### config.mk
export PLATFORM = sky130hd
export DESIGN_NAME = prog_mem_loader
export DESIGN_NICKNAME = d
export VERILOG_FILES = /design/src/rtl/cpu_pkg.sv /design/src/rtl/ld_rd_pipe.sv /design/src/rtl/prog_mem_loader.sv
export SDC_FILE = /design/constraint.sdc
export NUM_CORES = 1
export LEC_CHECK = 0
export CAP_MARGIN = 20
export CORE_ASPECT_RATIO = 1.1
export CORE_MARGIN = 3
export CORE_UTILIZATION = 60
export CTS_CLUSTER_SIZE = 40
export DETAILED_ROUTE_END_ITERATION = 10
export HOLD_SLACK_MARGIN = 0.03
export PLACE_DENSITY = 0.89
export SYNTH_ARGS = -nofsm -noshare
export SYNTH_HDL_FRONTEND = slang
export SYNTH_SLANG_ARGS = --single-unit
### constraint.sdc
create_clock -name clk -period 8.95 [get_ports clk]
set_clock_uncertainty 0.15 [all_clocks]
set_input_delay 0.895 -clock clk [delete_from_list [all_inputs] [get_ports clk]]
set_output_delay 0.895 -clock clk [all_outputs]
set_load 0.02 [all_outputs]
### src/rtl/cpu_pkg.sv
// Shared CPU definitions: default bus widths and the program loader state encoding.
package cpu_pkg;

   localparam int CPU_DATA_W = 16;
   localparam int CPU_ADDR_W = 16;

   typedef enum logic [2:0] {
      LD_IDLE,
      LD_LEN,
      LD_LOAD,
      LD_VERIFY,
      LD_CHECK,
      LD_DONE,
      LD_ERR
   } ld_state_t;

endpackage

### src/rtl/ld_rd_pipe.sv
// Read-return tracker: a RD_LAT-deep shift of read strobes that marks the
// cycle in which mem_rdata belongs to an issued verify read.
module ld_rd_pipe #(
   parameter int RD_LAT = 1
) (
   input  logic clk,
   input  logic rst_n,
   input  logic flush,
   input  logic issue,
   output logic ret_valid
);

   logic vld_reg [RD_LAT];

   generate
      for (genvar gi = 0; gi < RD_LAT; gi++) begin : g_stage
         if (gi == 0) begin : g_first
            // First stage captures the strobe of the read issued this cycle.
            always_ff @(posedge clk or negedge rst_n) begin
               if (!rst_n)     vld_reg[gi] <= 1'b0;
               else if (flush) vld_reg[gi] <= 1'b0;
               else            vld_reg[gi] <= issue;
            end
         end else begin : g_next
            // Later stages age the strobe by one memory cycle each.
            always_ff @(posedge clk or negedge rst_n) begin
               if (!rst_n)     vld_reg[gi] <= 1'b0;
               else if (flush) vld_reg[gi] <= 1'b0;
               else            vld_reg[gi] <= vld_reg[gi-1];
            end
         end
      end
   endgenerate

   assign ret_valid = vld_reg[RD_LAT-1];

endmodule

### src/rtl/prog_mem_loader.sv
// Stream-driven program memory loader: header (base, count) then payload,
// optional readback checksum, then releases the CPU with a start pulse.
module prog_mem_loader
   import cpu_pkg::*;
#(
   parameter int DATA_W = CPU_DATA_W,
   parameter int ADDR_W = CPU_ADDR_W,
   parameter int RD_LAT = 1,
   parameter int VERIFY = 1
) (
   input  logic              clk,
   input  logic              rst_n,
   input  logic              abort,
   input  logic              in_valid,
   input  logic [DATA_W-1:0] in_data,
   output logic              in_ready,
   output logic              mem_we,
   output logic              mem_re,
   output logic [ADDR_W-1:0] mem_addr,
   output logic [DATA_W-1:0] mem_wdata,
   input  logic [DATA_W-1:0] mem_rdata,
   output logic              cpu_hold,
   output logic              start,
   output logic              busy,
   output logic              done,
   output logic              error,
   output logic [DATA_W-1:0] sum
);

   ld_state_t         state_reg, state_next;
   logic [ADDR_W-1:0] base_reg, base_next;
   logic [DATA_W-1:0] count_reg, count_next;
   logic [DATA_W-1:0] ptr_reg, ptr_next;
   logic [DATA_W-1:0] rptr_reg, rptr_next;
   logic [DATA_W-1:0] rcnt_reg, rcnt_next;
   logic [DATA_W-1:0] sum_reg, sum_next;
   logic [DATA_W-1:0] rsum_reg, rsum_next;
   logic              done_reg, done_next;
   logic              error_reg, error_next;
   logic              cpu_hold_reg, cpu_hold_next;
   logic              start_reg, start_next;
   logic              mem_we_reg, mem_we_next;
   logic              mem_re_reg, mem_re_next;
   logic [ADDR_W-1:0] mem_addr_reg, mem_addr_next;
   logic [DATA_W-1:0] mem_wdata_reg, mem_wdata_next;
   logic              accept;
   logic              rd_ret;

   // Stream is stalled only while memory is being read back and compared.
   assign in_ready = (state_reg != LD_VERIFY) && (state_reg != LD_CHECK);
   assign accept   = in_valid && in_ready;

   ld_rd_pipe #(
      .RD_LAT(RD_LAT)
   ) u_rd_pipe (
      .clk      (clk),
      .rst_n    (rst_n),
      .flush    (abort),
      .issue    (mem_re_reg),
      .ret_valid(rd_ret)
   );

   // State and datapath registers.
   always_ff @(posedge clk or negedge rst_n) begin
      if (!rst_n) begin
         state_reg     <= LD_IDLE;
         base_reg      <= '0;
         count_reg     <= '0;
         ptr_reg       <= '0;
         rptr_reg      <= '0;
         rcnt_reg      <= '0;
         sum_reg       <= '0;
         rsum_reg      <= '0;
         done_reg      <= 1'b0;
         error_reg     <= 1'b0;
         cpu_hold_reg  <= 1'b0;
         start_reg     <= 1'b0;
         mem_we_reg    <= 1'b0;
         mem_re_reg    <= 1'b0;
         mem_addr_reg  <= '0;
         mem_wdata_reg <= '0;
      end else begin
         state_reg     <= state_next;
         base_reg      <= base_next;
         count_reg     <= count_next;
         ptr_reg       <= ptr_next;
         rptr_reg      <= rptr_next;
         rcnt_reg      <= rcnt_next;
         sum_reg       <= sum_next;
         rsum_reg      <= rsum_next;
         done_reg      <= done_next;
         error_reg     <= error_next;
         cpu_hold_reg  <= cpu_hold_next;
         start_reg     <= start_next;
         mem_we_reg    <= mem_we_next;
         mem_re_reg    <= mem_re_next;
         mem_addr_reg  <= mem_addr_next;
         mem_wdata_reg <= mem_wdata_next;
      end
   end

   // Next-state logic; strobes and start default low so each lasts one cycle.
   always_comb begin
      state_next     = state_reg;
      base_next      = base_reg;
      count_next     = count_reg;
      ptr_next       = ptr_reg;
      rptr_next      = rptr_reg;
      rcnt_next      = rcnt_reg;
      sum_next       = sum_reg;
      rsum_next      = rsum_reg;
      done_next      = done_reg;
      error_next     = error_reg;
      cpu_hold_next  = cpu_hold_reg;
      start_next     = 1'b0;
      mem_we_next    = 1'b0;
      mem_re_next    = 1'b0;
      mem_addr_next  = mem_addr_reg;
      mem_wdata_next = mem_wdata_reg;

      if (abort) begin
         state_next    = LD_IDLE;
         cpu_hold_next = 1'b0;
      end else begin
         case (state_reg)
            LD_IDLE, LD_DONE, LD_ERR: begin
               if (accept) begin
                  base_next     = in_data[ADDR_W-1:0];
                  done_next     = 1'b0;
                  error_next    = 1'b0;
                  sum_next      = '0;
                  cpu_hold_next = 1'b1;
                  state_next    = LD_LEN;
               end
            end
            LD_LEN: begin
               if (accept) begin
                  count_next = in_data;
                  ptr_next   = '0;
                  if (in_data == '0) begin
                     state_next    = LD_DONE;
                     done_next     = 1'b1;
                     cpu_hold_next = 1'b0;
                     start_next    = 1'b1;
                  end else begin
                     state_next = LD_LOAD;
                  end
               end
            end
            LD_LOAD: begin
               if (accept) begin
                  mem_we_next    = 1'b1;
                  mem_addr_next  = base_reg + ptr_reg[ADDR_W-1:0];
                  mem_wdata_next = in_data;
                  sum_next       = sum_reg + in_data;
                  ptr_next       = ptr_reg + 1'b1;
                  if (ptr_reg == count_reg - 1'b1) begin
                     if (VERIFY != 0) begin
                        state_next = LD_VERIFY;
                        rptr_next  = '0;
                        rcnt_next  = '0;
                        rsum_next  = '0;
                     end else begin
                        state_next    = LD_DONE;
                        done_next     = 1'b1;
                        cpu_hold_next = 1'b0;
                        start_next    = 1'b1;
                     end
                  end
               end
            end
            LD_VERIFY: begin
               // Issue side: one read per cycle until count reads are out.
               if (rptr_reg != count_reg) begin
                  mem_re_next   = 1'b1;
                  mem_addr_next = base_reg + rptr_reg[ADDR_W-1:0];
                  rptr_next     = rptr_reg + 1'b1;
               end
               // Return side: accumulate tagged data, leave on the last one.
               if (rd_ret) begin
                  rsum_next = rsum_reg + mem_rdata;
                  rcnt_next = rcnt_reg + 1'b1;
                  if (rcnt_reg == count_reg - 1'b1) begin
                     state_next = LD_CHECK;
                  end
               end
            end
            LD_CHECK: begin
               if (rsum_reg == sum_reg) begin
                  state_next    = LD_DONE;
                  done_next     = 1'b1;
                  cpu_hold_next = 1'b0;
                  start_next    = 1'b1;
               end else begin
                  state_next = LD_ERR;
                  error_next = 1'b1;
               end
            end
            default: begin
               state_next = LD_IDLE;
            end
         endcase
      end
   end

   assign mem_we    = mem_we_reg;
   assign mem_re    = mem_re_reg;
   assign mem_addr  = mem_addr_reg;
   assign mem_wdata = mem_wdata_reg;
   assign cpu_hold  = cpu_hold_reg;
   assign start     = start_reg;
   assign done      = done_reg;
   assign error     = error_reg;
   assign sum       = sum_reg;
   assign busy      = (state_reg == LD_LEN) || (state_reg == LD_LOAD) ||
                      (state_reg == LD_VERIFY) || (state_reg == LD_CHECK);

endmodule

After elaboration in Yosys (flattened, before gate mapping)
Cells that the tools add are included.
Word-level totals
  register bits: 154
  input port bits: 36
  word-level logic and storage cells: 132
Operators by class
  add/sub/neg operators: 8
  bitwise operators: 1
  mux-type cells: 51
  reductions and logical operators: 26
  equal/unequal tests: 29
Operators with widths (number)
  16-bit case mux with 2 select lines: 6
  16-bit two-way mux: 10
  16-bit adder: 4
  16-bit by 1-bit adder with 16-bit output (second input constant): 3
  16-bit equality test: 3
  3-bit two-way mux: 8
  3-bit != test (second input constant): 8
  1-bit two-way mux: 21
  16-bit logical NOT: 1
  16-bit != test: 1
  2-bit != test (second input constant): 8
  4-bit AND reduction: 4
  16-bit by 1-bit subtractor with 16-bit output (second input constant): 1
  3-bit case mux with 5 select lines: 1
  5-bit AND reduction: 3
  6-bit AND reduction: 2
  3-bit equality test (second input constant): 3
  3-bit AND reduction: 3
  2-bit nonzero test: 4
  3-bit by 2-bit equality test with 1-bit output (second input constant): 2
  3-bit by 2-bit != test with 1-bit output (second input constant): 2
  1-bit case mux with 3 select lines: 2
  1-bit case mux with 2 select lines: 2
  4-bit nonzero test: 1
  9 further kinds: 12

Logic depth before layout (Yosys ltp)
Gate-level depths: netlist of run 1.
  word-level depth: 6
  gate-level depth with buffers: 16
  depth with buffers taken out: 14

Modules after synthesis
A second synthesis of run 1 with hierarchy kept.
Second synthesis, totals
  cells, all modules: 1141
  area total of the unflattened synthesis: 10262.3 sq um
Modules (own cells, without submodules)
  prog_mem_loader: cells each 1139, area an instance 10223.6 sq um, instances 1
  ld_rd_pipe: cells each 2, area an instance 38.8 sq um, instances 1

Worst setup path before layout of run 1
OpenSTA, ideal clock, no wires.
  kind: reg2reg
  start point: register state_reg[0]
  end point: register mem_addr_reg[14], in the netlist mem_addr[14]
  data arrival time: 3.963 ns
  clock period less this slack: 4.248 ns
  data required time: 8.665 ns
  slack: 4.702 ns
  library setup time: 0.135 ns
  cell stages (with the launch flop): 17
  path buffers: 2
  cells stage by stage: dfrtp_1 -> clkbuf_1 -> inv_1 -> nor2_1 -> nand2_2 -> clkbuf_1 -> mux2_2 -> ha_1 -> fa_1 -> a21o_1 -> a21o_1 -> a2111oi_0 -> o31ai_1 -> a2111o_1 -> a31oi_1 -> xnor2_1 -> o21ai_0
Between the ends
  cells in the longest elaborated chain, start to end: 5
Ends and longest elaborated chain
  from (decl): RTL line prog_mem_loader.sv:30  | ld_state_t state_reg, state_next;
  from (signal assigned): RTL line prog_mem_loader.sv:83  | state_reg <= state_next;
  3-bit by 2-bit != test with 1-bit output or 3-bit != test (tied branches): RTL line prog_mem_loader.sv:50  | assign in_ready = (state_reg != LD_VERIFY) && (state_reg != LD_CHECK);
  1-bit logical AND: RTL line prog_mem_loader.sv:50
  1-bit logical AND: RTL line prog_mem_loader.sv:51  | assign accept = in_valid && in_ready;
  2-bit != test (no source line)
  4-bit AND reduction (no source line)
  to (signal assigned): RTL line prog_mem_loader.sv:97  | mem_addr_reg <= mem_addr_next;
  to (decl): RTL line prog_mem_loader.sv:44  | logic [ADDR_W-1:0] mem_addr_reg, mem_addr_next;
Several ways; a longest one is shown, not always the timed one.
A chain may end at the register's enable or synchronous reset.

Final worst setup path of run 1
Same ends and word-level chain as after synthesis.

==> metrics.md, run 1 <==
| Metric | Value |
|---|---|
| CP Capture Point | `mem_addr[14]` |
| Post-CTS sizing | `0` |
| Register area share after synthesis | `0.371` |
| FF-to-FF Start | `state_reg[0]` |
| Arrival time worst endpoint | `5.12 ns` |
| Flop pwr share | `0.331` |
| Layout Area Growth over Synthesis | `15.7%` |
| Hold_ws | `0.326 ns` |
| Die height | `144 µm` |
| GP Congestion | `0.963` |
| Part of the power in the clock network | `0.195` |
| Die ar. | `approximately 19,000 µm²` |
| CTS tree | `yes` |
| Nets@finish | `1,309` |
| Required @ worst endpoint | `9.11 ns` |
| Initial Util | `0.623` |
| Syn Inst Count | `roughly 1,200` |
| Sw Share | `0.441` |
| Initial DRT Pass Iterations | `6` |
| Pwr/cell area | `around 320 nW/µm²` |
| Total number of vias | `approximately 9,500` |
| Final ANT Viol Nets | `0` |
| XOR/XNOR Fraction of Synth Area | `0.0948` |
| Layout cells sized above 1 | `0.0851` |
| Syn Area/Cell | `approximately 9.0 µm²` |
| HPWL after DPL | `approximately 20,000 µm` |
| Top Ports | `92` |
| Setup TNS | `0 ns` |
| Largest family of logic cells by synthesized area | `simple AND/OR/NAND/NOR gates` |
| Num CTS Buffers | `17` |
| Fin crit share | `0.554` |
| Fin area | `12,000 µm²` |
| Post-synthesis mux area share | `0.0550` |
| First-pass GRT wire length | `47,900 µm` |
| Antenna cells | `0` |
| Max Slew Vio Count | `0` |
| Switching pwr | `0.00170 W` |
| Min cycle time layout | `4.96 ns` |
| Placed cell areas | `11,400 µm²` |
| RSZ-0062 raised after global routing | `no` |
| #FFs+latches synth | `154` |
| Port bufs | `91` |
| Worst-Margin Slew | `0.910 ns` |
| Crit path launch type | `flip-flop` |
| GRT Util Overall | `0.317` |
| Die Wd | `131 µm` |
| Kind of critical path | `flip-flop to flip-flop` |
| Synthesized area | `10,400 µm²` |
| Synth Area in Compound Gates | `0.154` |
| Clock sinks | `154` |
| Adder-cell share of the synthesized area | `0.0648` |
| Fill cells | `1,201` |
| Fmax | `0.202 GHz` |
| DR iter-0 viols | `between 1,000 and 1,500` |
| Internal power | `~0.0022 W` |
| Htree depth | `4` |
| Drt via density | `between 6 and 7` |
| Pin count of the biggest net entering global routing | `83` |
| Final worst slack | `between 3 and 4 ns` |
| Vias in the first global route | `9,160` |
| Cts hold-fix bufs | `0` |
| Maximum vdd drop | `0.233 mV` |
| Row Count | `between 40 and 50` |
| Pre-CTS worst setup slack | `4.13 ns` |
| CP Max Fanout | `26` |
| MaxCap Viol Count | `0` |
| Share of flip-flops with an asynchronous set or reset | `1.00` |
| Post-CTS Setup Inserts | `0` |
| Leak pwr | `5.43 nW` |
| Detailed Route WL | `~30,000 µm` |
| Simple-gate share of the synthesized area | `0.221` |
| Post-layout util | `0.721` |
| Initial antenna violation count | `0` |
| Synth Net Count | `1,246` |
| Post-synth EDFFs | `0` |
| Predominant post-synthesis flop cell | `dfrtp_1` |
| Clock-pin slew on the worst setup and hold paths | `0.07 ns` |
| Clk_lat worst skew | `between 0.4 and 0.5 ns` |
| Worst R2R End | `mem_addr[14]` |
| Synth unique cells | `75` |
| WL/cell | `20.3 µm` |
| Worst reg2reg setup slack | `about 4.0 ns` |
| Combinational Power Share | `0.473` |
| Final setup viols | `0` |
| Outcome | `complete, no violations` |
| R2R depth | `14` |
| Total gr overflow | `0` |
| Tightest Hold Check Type | `flip-flop to flip-flop` |
| DRC | `0` |
| Core footprint | `16,700 µm²` |
| Critical Path End Type | `flip-flop` |
| Syn. warnings | `0` |
| Worst setup path startpoint | `state_reg[0]` |
| Commonest non-fill, non-tap cell in the layout | `nand2_1` |
| Fin. Hold Viols | `0` |
| CTS root buf | `clkbuf_16` |
| Clock tree buffer depth | `2` |
| Most frequent cells in the layout | `nand2_1, dfrtp_1, clkdlybuf4s50_1, o21ai_0, xnor2_1` |
| Worst slew margin | `0.393` |
[power groups by stage]
stage	registers, W	logic, W	clock network, W
global placement	0.00126	0.00173	0
finish	0.00128	0.00183	0.000756
global route	0.00130	0.00200	0.000789
detailed placement	0.00127	0.00178	0
CTS	0.00126	0.00181	0.000761
floorplan	0.00120	0.00127	0
[synthesized netlist by cell type (7+ instances only)]
| master | count | share of area |
|---|---|---|
| a211oi_1 | 11 | 0.0079 |
| a21o_1 | 14 | 0.010 |
| a21oi_1 | 45 | 0.022 |
| a22o_1 | 18 | 0.015 |
| a31oi_1 | 10 | 0.0060 |
| and2_1 | 8 | 0.0048 |
| and3_1 | 10 | 0.0060 |
| buf_2 | 7 | 0.0034 |
| buf_6 | 7 | 0.0076 |
| clkbuf_1 | 39 | 0.014 |
| dfrtp_1 | 154 | 0.37 |
| ha_1 | 49 | 0.059 |
| inv_1 | 32 | 0.012 |
| mux2_2 | 33 | 0.036 |
| mux2i_1 | 20 | 0.019 |
| nand2_1 | 199 | 0.072 |
| nand2b_1 | 17 | 0.010 |
| nand3_1 | 26 | 0.013 |
| nand4_1 | 19 | 0.011 |
| nor2_1 | 57 | 0.021 |
| nor2b_1 | 11 | 0.0066 |
| nor3_1 | 30 | 0.014 |
| nor4_1 | 21 | 0.013 |
| o211ai_1 | 12 | 0.0087 |
| o21ai_0 | 67 | 0.032 |
| o22ai_1 | 14 | 0.0084 |
| o31ai_1 | 11 | 0.0079 |
| or3_1 | 14 | 0.0084 |
| xnor2_1 | 57 | 0.048 |
| xor2_1 | 45 | 0.038 |
[per-stage QoR]
step,power (W),instances
after floorplan,0.00246,1158
after global placement,0.00298,1430
after detailed placement,0.00304,1430
after CTS,0.00383,1462
after global routing,0.00409,1463
final,0.00387,1463
[worst min-delay path by stage]
stage	from	to	slack, ns	cells after the start
after global placement	mem_wdata[1]	mem_wdata[1]	0.31	2
after detailed placement	mem_wdata[7]	mem_wdata[7]	0.31	2
final	mem_addr[15]	mem_addr[15]	0.33	2
after CTS	mem_addr[15]	mem_addr[15]	0.33	2
after floorplan	base_reg[13]	base_reg[13]	0.34	1
after global routing	mem_wdata[5]	mem_wdata[5]	0.35	2
[critical path, stage by stage, from the launching register on]
cell and delay (ns):
dfrtp_1 0.48, inv_1 0.14, nor2_1 0.28, nand2_2 0.42, mux2_2 0.43, ha_1 0.23
fa_1 0.43, a21o_1 0.17, a21o_1 0.22, a2111oi_0 0.68, o31ai_1 0.28, a2111o_1 0.45
a31oi_1 0.23, xnor2_1 0.15, o21ai_0 0.09
[kinds of logic after synthesis]
kind of cell | count (synthesis)
XOR/XNOR | 106
buffers and inverters | 90
AO/OA/AOI/OAI | 243
flip-flops | 154
AND/OR/NAND/NOR | 460
multiplexers | 53
adder cells (fa/ha/maj) | 52
[area by class of cell]
cell class	instances	area, µm²	area share
Clock inverter	15	188	0.0156
Tap cell	229	287	0.0238
Multi-Input combinational cell	914	6150	0.511
Timing Repair Buffer	102	1000	0.0834
Inverter	32	120	0.00999
Sequential cell	154	3850	0.321
Clock buffer	17	425	0.0354
[metal layers]
| layer | vias up | global-route usage | share of wire |
|---|---|---|---|
| met5 | - | 0 | 0 |
| li1 | 4291 | - | - |
| met4 | 0 | 0.168 | 0.055 |
| met1 | 4539 | 0.404 | 0.39 |
| met3 | 138 | 0.0651 | 0.088 |
| met2 | 533 | 0.518 | 0.47 |
No activity file was read; power rests on OpenSTA's default activity.
==> run 2, diff against run 1 <==
--- a/config.mk
+++ b/config.mk
@@ -8,11 +8,11 @@
 export CAP_MARGIN = 20
 export CORE_ASPECT_RATIO = 1.1
 export CORE_MARGIN = 3
-export CORE_UTILIZATION = 60
+export CORE_UTILIZATION = 59
 export CTS_CLUSTER_SIZE = 40
 export DETAILED_ROUTE_END_ITERATION = 10
 export HOLD_SLACK_MARGIN = 0.03
-export PLACE_DENSITY = 0.89
+export PLACE_DENSITY = 0.87
 export SYNTH_ARGS = -nofsm -noshare
 export SYNTH_HDL_FRONTEND = slang
 export SYNTH_SLANG_ARGS = --single-unit
==> constraint.sdc (replaced) <==
create_clock -name clk -period 4.6 [get_ports clk]
set_clock_uncertainty 0.15 [all_clocks]
set_input_delay 0.46 -clock clk [delete_from_list [all_inputs] [get_ports clk]]
set_output_delay 0.46 -clock clk [all_outputs]
set_load 0.02 [all_outputs]
==> run 2 against run 1 <==
  * First-iteration DRC count fell by 8.5%
  * Clock power increased by 93%
  * Utilization fell by 1.2 points
  * Setup slack lost 3.7 ns
  * Combinational power up 110%
  * Global-route usage fell by 1.5 points
  * Register-to-register slack lost 3.7 ns
  * Total power up 96%
  * Largest power group unchanged
  * Highest routed layer is now met5
==> metrics.md, run 2 (same netlist as run 1, synthesis figures left out) <==
| Metric | Value |
|---|---|
| Outcome | `complete, no violations` |
| Row Count | `50` |
| Setup TNS | `0 ns` |
| Vias in the first global route | `9,264` |
| Clock sinks | `154` |
| WL/cell | `a little under 20 µm` |
| Die ar. | `19,200 µm²` |
| Hold_ws | `0.00235 ns` |
| Sw Share | `0.442` |
| Final ANT Viol Nets | `0` |
| Fin. Hold Viols | `0` |
| Placed cell areas | `11,500 µm²` |
| Num CTS Buffers | `17` |
| Die height | `around 150 µm` |
| Nets@finish | `between 1,000 and 1,500` |
| Part of the power in the clock network | `0.193` |
| Top Ports | `92` |
| Max Slew Vio Count | `0` |
| Detailed Route WL | `between 20,000 and 30,000 µm` |
| Min cycle time layout | `4.27 ns` |
| Leak pwr | `~5.5 nW` |
| CP Max Fanout | `14` |
| Fill cells | `1,240` |
| Fin area | `12,100 µm²` |
| Flop pwr share | `0.311` |
| Clock tree buffer depth | `2` |
| GRT Util Overall | `0.302` |
| Fmax | `0.234 GHz` |
| RSZ-0062 raised after global routing | `no` |
| CTS root buf | `clkbuf_16` |
| Commonest non-fill, non-tap cell in the layout | `nand2_1` |
| Pwr/cell area | `624 nW/µm²` |
| Clock-pin slew on the worst setup and hold paths | `~0.070 ns` |
| Die Wd | `around 130 µm` |
| Port bufs | `91` |
| R2R depth | `14` |
| Kind of critical path | `flip-flop to flip-flop` |
| HPWL after DPL | `20,800 µm` |
| DR WL met2 | `between 10,000 and 15,000 µm` |
| Htree depth | `4` |
| Crit path launch type | `flip-flop` |
| Antenna cells | `0` |
| Cts hold-fix bufs | `0` |
| Pre-CTS worst setup slack | `0.305 ns` |
| Crit path cell chain | `inv_1 -> nor2_1 -> nand2_2 -> buf_4 -> mux2_2 -> fa_1 -> a21o_1 -> a21o_1 -> a2111oi_1 -> o31ai_1 -> a2111o_1 -> a31oi_1 -> xnor2_1 -> o21ai_0` |
| Final setup viols | `0` |
| DR iter-0 viols | `923` |
| Max stage delay on crit path | `0.53 ns` |
| Most frequent cells in the layout | `nand2_1, dfrtp_1, clkdlybuf4s50_1, o21ai_0, xnor2_1` |
| Critical Path End Type | `flip-flop` |
| Post-layout util | `0.709` |
| Switching pwr | `0.00335 W` |
| Core footprint | `17,100 µm²` |
| Most used cell, CP | `a21o_1` |
| Metal-1 WL | `~11,000 µm` |
| CP delay by family, top | `compound AO/OA/AOI/OAI gates` |
| Tightest Hold Check Type | `input port to asynchronous set/reset pin` |
| Final worst slack | `between 0.3 and 0.4 ns` |
| CTS tree | `yes` |
| DRC | `0` |
| Initial Util | `0.606` |
| Drt via density | `6.38` |
| Required @ worst endpoint | `around 4.8 ns` |
| Layout cells sized above 1 | `0.0961` |
| Worst-Margin Slew | `0.992 ns` |
| FF-to-FF Start | `state_reg[0]` |
| Internal power | `0.00423 W` |
| Worst reg2reg setup slack | `0.33 ns` |
| Crit path max-delay cell type | `a2111oi_1` |
| Total gr overflow | `0` |
| Initial DRT Pass Iterations | `7` |
| Arrival time worst endpoint | `4.44 ns` |
| Worst slew margin | `0.339` |
| Clk_lat worst skew | `0.44 ns` |
| First-pass GRT wire length | `about 47,000 µm` |
| Uppermost layer routed | `met5` |
| Maximum vdd drop | `0.388 mV` |
| Bufs and invs on worst path | `2` |
| Fin crit share | `0.929` |
| Pin count of the biggest net entering global routing | `109` |
| Initial antenna violation count | `1` |
| Layout Area Growth over Synthesis | `16.9%` |
| Combinational Power Share | `0.496` |
| Met3 routed WL | `2350 µm` |
| MaxCap Viol Count | `0` |
| Worst R2R End | `mem_addr[14]` |
| GP Congestion | `0.937` |
| Total number of vias | `9,467` |
run 2: changes by cell type in the layout (fill, tap and decap cells not counted), moves of 2 or more:
cell / previous run / this run
buf_4: 10 / 25
clkinv_8: 3 / 5
inv_12: 0 / 2
inv_6: 6 / 2
run 2: through the flow:
stage	instances	total power (W)
after floorplan	1158	0.00479
after global placement	1450	0.00588
after detailed placement	1450	0.00600
after CTS	1482	0.00750
after global routing	1483	0.00799
final	1483	0.00758
run 2: worst max-delay path by stage:
stage	start	endpoint	slack [ns]	cells past startpoint
floorplan	state_reg[0]	mem_addr[14]	0.35	16
global placement	state_reg[0]	mem_addr[14]	0.43	14
detailed placement	state_reg[0]	mem_addr[14]	0.31	14
CTS	state_reg[0]	mem_addr[14]	0.29	14
global route	state_reg[0]	mem_addr[14]	0.06	14
finish	state_reg[0]	mem_addr[14]	0.33	14
run 2: area by class of cell:
type / instances / area, µm² / share of cell area
Multi-Input combinational cell: 914 / 6150 / 0.506
Tap cell: 234 / 293 / 0.0241
Inverter: 32 / 120 / 0.00989
Timing Repair Buffer: 117 / 1110 / 0.0918
Clock buffer: 17 / 425 / 0.0350
Clock inverter: 15 / 193 / 0.0159
Sequential cell: 154 / 3850 / 0.317
run 2: what timing repair did:
action / in CTS / in global routing
setup endpoints to repair: 0 / 1
resized for setup: 0 / 1
buffers inserted: 0 / 0
run 2: routing by layer:
| metal | up-vias | GRT usage |
|---|---|---|
| li1 | 4329 | - |
| met1 | 4535 | 0.357 |
| met3 | 133 | 0.0815 |
| met4 | 2 | 0.135 |
| met2 | 468 | 0.512 |
| met5 | - | 0 |
run 2: power groups by stage:
stage               Combinational, W  Clock [W]  Sequential (W)
finish                       0.00376    0.00146         0.00235
global route                 0.00408    0.00152         0.00239
CTS                          0.00371    0.00146         0.00233
detailed placement           0.00366          0         0.00234
global placement             0.00356          0         0.00232
floorplan                    0.00247          0         0.00233
==> run 3, diff against run 2 <==
--- a/config.mk
+++ b/config.mk
@@ -7,7 +7,7 @@
 export LEC_CHECK = 0
 export CAP_MARGIN = 20
 export CORE_ASPECT_RATIO = 1.1
-export CORE_MARGIN = 3
+export CORE_MARGIN = 2
 export CORE_UTILIZATION = 59
 export CTS_CLUSTER_SIZE = 40
 export DETAILED_ROUTE_END_ITERATION = 10
==> run 3 against run 2 <==
  * Sequential power hardly changed
  * Global-route usage is 2.2 points higher
  * Register-to-register slack got worse by 0.11 ns
  * Total power grew 0.31%
  * Critical endpoint unchanged
  * Largest power group unchanged
==> metrics.md, run 3 (same netlist as run 1, synthesis figures left out) <==
| Metric | Value |
|---|---|
| Hold EP | `mem_wdata[5]` |
| Clk_lat worst skew | `0.43 ns` |
| Critical Path End Type | `flip-flop` |
| Fmax | `0.228 GHz` |
| Die height | `about 140 µm` |
| Worst reg2reg setup slack | `0.22 ns` |
| Worst slew margin | `0.281` |
| FF-to-FF Start | `state_reg[0]` |
| Most used cell, CP | `a21o_1` |
| Core footprint | `around 17,000 µm²` |
| Total gr overflow | `0` |
| Layout Area Growth over Synthesis | `17.0%` |
| HPWL after DPL | `20,700 µm` |
| Clock sinks | `154` |
| DRC | `0` |
| Layout cells sized above 1 | `0.0959` |
| Port bufs | `91` |
| CP delay by family, top | `compound AO/OA/AOI/OAI gates` |
| R2R depth | `14` |
| Initial antenna violation count | `0` |
| DR iter-0 viols | `923` |
| Worst-Margin Slew | `1.08 ns` |
| Final ANT Viol Nets | `0` |
| Htree depth | `4` |
| Worst setup path startpoint | `state_reg[0]` |
| First-pass GRT wire length | `46,900 µm` |
| Final setup viols | `0` |
| Outcome | `complete, no violations` |
| Die Wd | `about 130 µm` |
| Initial Util | `0.606` |
| Tightest Hold Check Type | `flip-flop to flip-flop` |
| Most frequent cells in the layout | `nand2_1, dfrtp_1, clkdlybuf4s50_1, o21ai_0, xnor2_1` |
| GRT Util Overall | `0.324` |
| CP Max Fanout | `9` |
| Row Count | `50` |
| RSZ-0062 raised after global routing | `no` |
| Final Total Pwr | `0.00760 W` |
| Hold_ws | `~0.32 ns` |
| Die ar. | `18,700 µm²` |
| Pwr/cell area | `626 nW/µm²` |
| CTS root buf | `clkbuf_16` |
| Nets@finish | `1,326` |
| Initial DRT Pass Iterations | `5` |
| Hold_sp | `mem_wdata[5]` |
| Fin crit share | `0.953` |
| Vias in the first global route | `9,103` |
| Pin count of the biggest net entering global routing | `95` |
| Required @ worst endpoint | `4.76 ns` |
| Hold path depth | `2` |
| Bufs and invs on worst path | `1` |
| Max stage delay on crit path | `0.66 ns` |
| Clock-pin slew on the worst setup and hold paths | `0.07 ns` |
| Kind of critical path | `flip-flop to flip-flop` |
| Clock tree buffer depth | `2` |
| Top Ports | `92` |
| Fin. Hold Viols | `0` |
| Maximum vdd drop | `approximately 0.38 mV` |
| Drt via density | `~6.4` |
| Worst path depth | `14` |
| Crit path max-delay cell type | `a2111oi_1` |
| CTS tree | `yes` |
| Leak pwr | `5.51 nW` |
| WL/cell | `20.0 µm` |
| Total number of vias | `~9,500` |
| Crit path launch type | `flip-flop` |
| Detailed Route WL | `between 20,000 and 30,000 µm` |
| Setup TNS | `0 ns` |
| GP Congestion | `0.987` |
| Arrival time worst endpoint | `4.54 ns` |
| Antenna cells | `0` |
| Max Slew Vio Count | `0` |
| Crit path cell chain | `inv_1 -> nor2_1 -> nand2_2 -> mux2_2 -> ha_1 -> fa_1 -> a21o_1 -> a21o_1 -> a2111oi_1 -> o31ai_1 -> a2111o_1 -> a31oi_1 -> xnor2_1 -> o21ai_0` |
| Min cycle time layout | `4.38 ns` |
| Worst R2R End | `mem_addr[14]` |
| MaxCap Viol Count | `0` |
| Num CTS Buffers | `17` |
| Post-layout util | `0.709` |
| Commonest non-fill, non-tap cell in the layout | `nand2_1` |
[run 3: worst max path at each step]
stage	end	slack, ns
after global routing	mem_addr[14]	0.01
final	mem_addr[14]	0.22
after global placement	mem_addr[14]	0.40
after CTS	mem_addr[14]	0.20
after detailed placement	mem_addr[14]	0.27
after floorplan	mem_addr[14]	0.35
[run 3: timing repair]
action                     CTS  global route
hold endpoints to repair    49             0
setup buffers                0             0
setup endpoints to repair    0             1
gates resized for setup      0             1
hold buffers                 1             0
[run 3: through the flow]
step	std cells	instance area [µm²]	setup WS (ns)
final	1485	12200	0.217
after CTS	1485	12200	0.198
after global placement	1452	11500	0.404
after detailed placement	1452	11500	0.272
after global routing	1485	12200	0.0144
after floorplan	1158	10400	0.352
[run 3: per-layer routing]
| layer | track usage | wire (µm) |
|---|---|---|
| met3 | 0.0746 | 2510 |
| met5 | 0 | 0 |
| met1 | 0.397 | 11400 |
| met4 | 0.144 | 1330 |
| met2 | 0.544 | 14500 |
[run 3: worst min-delay path, delay by kind of cell, from the launching register on]
family,cells,cell delay [ns]
flip-flops,1,0.34
AND/OR/NAND/NOR,2,0.10
[run 3: power by group]
group / internal [W] / switching [W] / total (W)
Combinational: 0.00171 / 0.00210 / 0.00381
Clock: 0.000825 / 0.000641 / 0.00147
Sequential: 0.00178 / 0.000547 / 0.00232
[run 3: area by class of cell]
class	instances	area [µm²]
fill	1209	4990
timing repair buffer	119	1120
inverter	32	120
sequential	154	3850
tap	234	293
clock buffer	18	429
multi-input combinational	914	6150
clock inverter	14	183
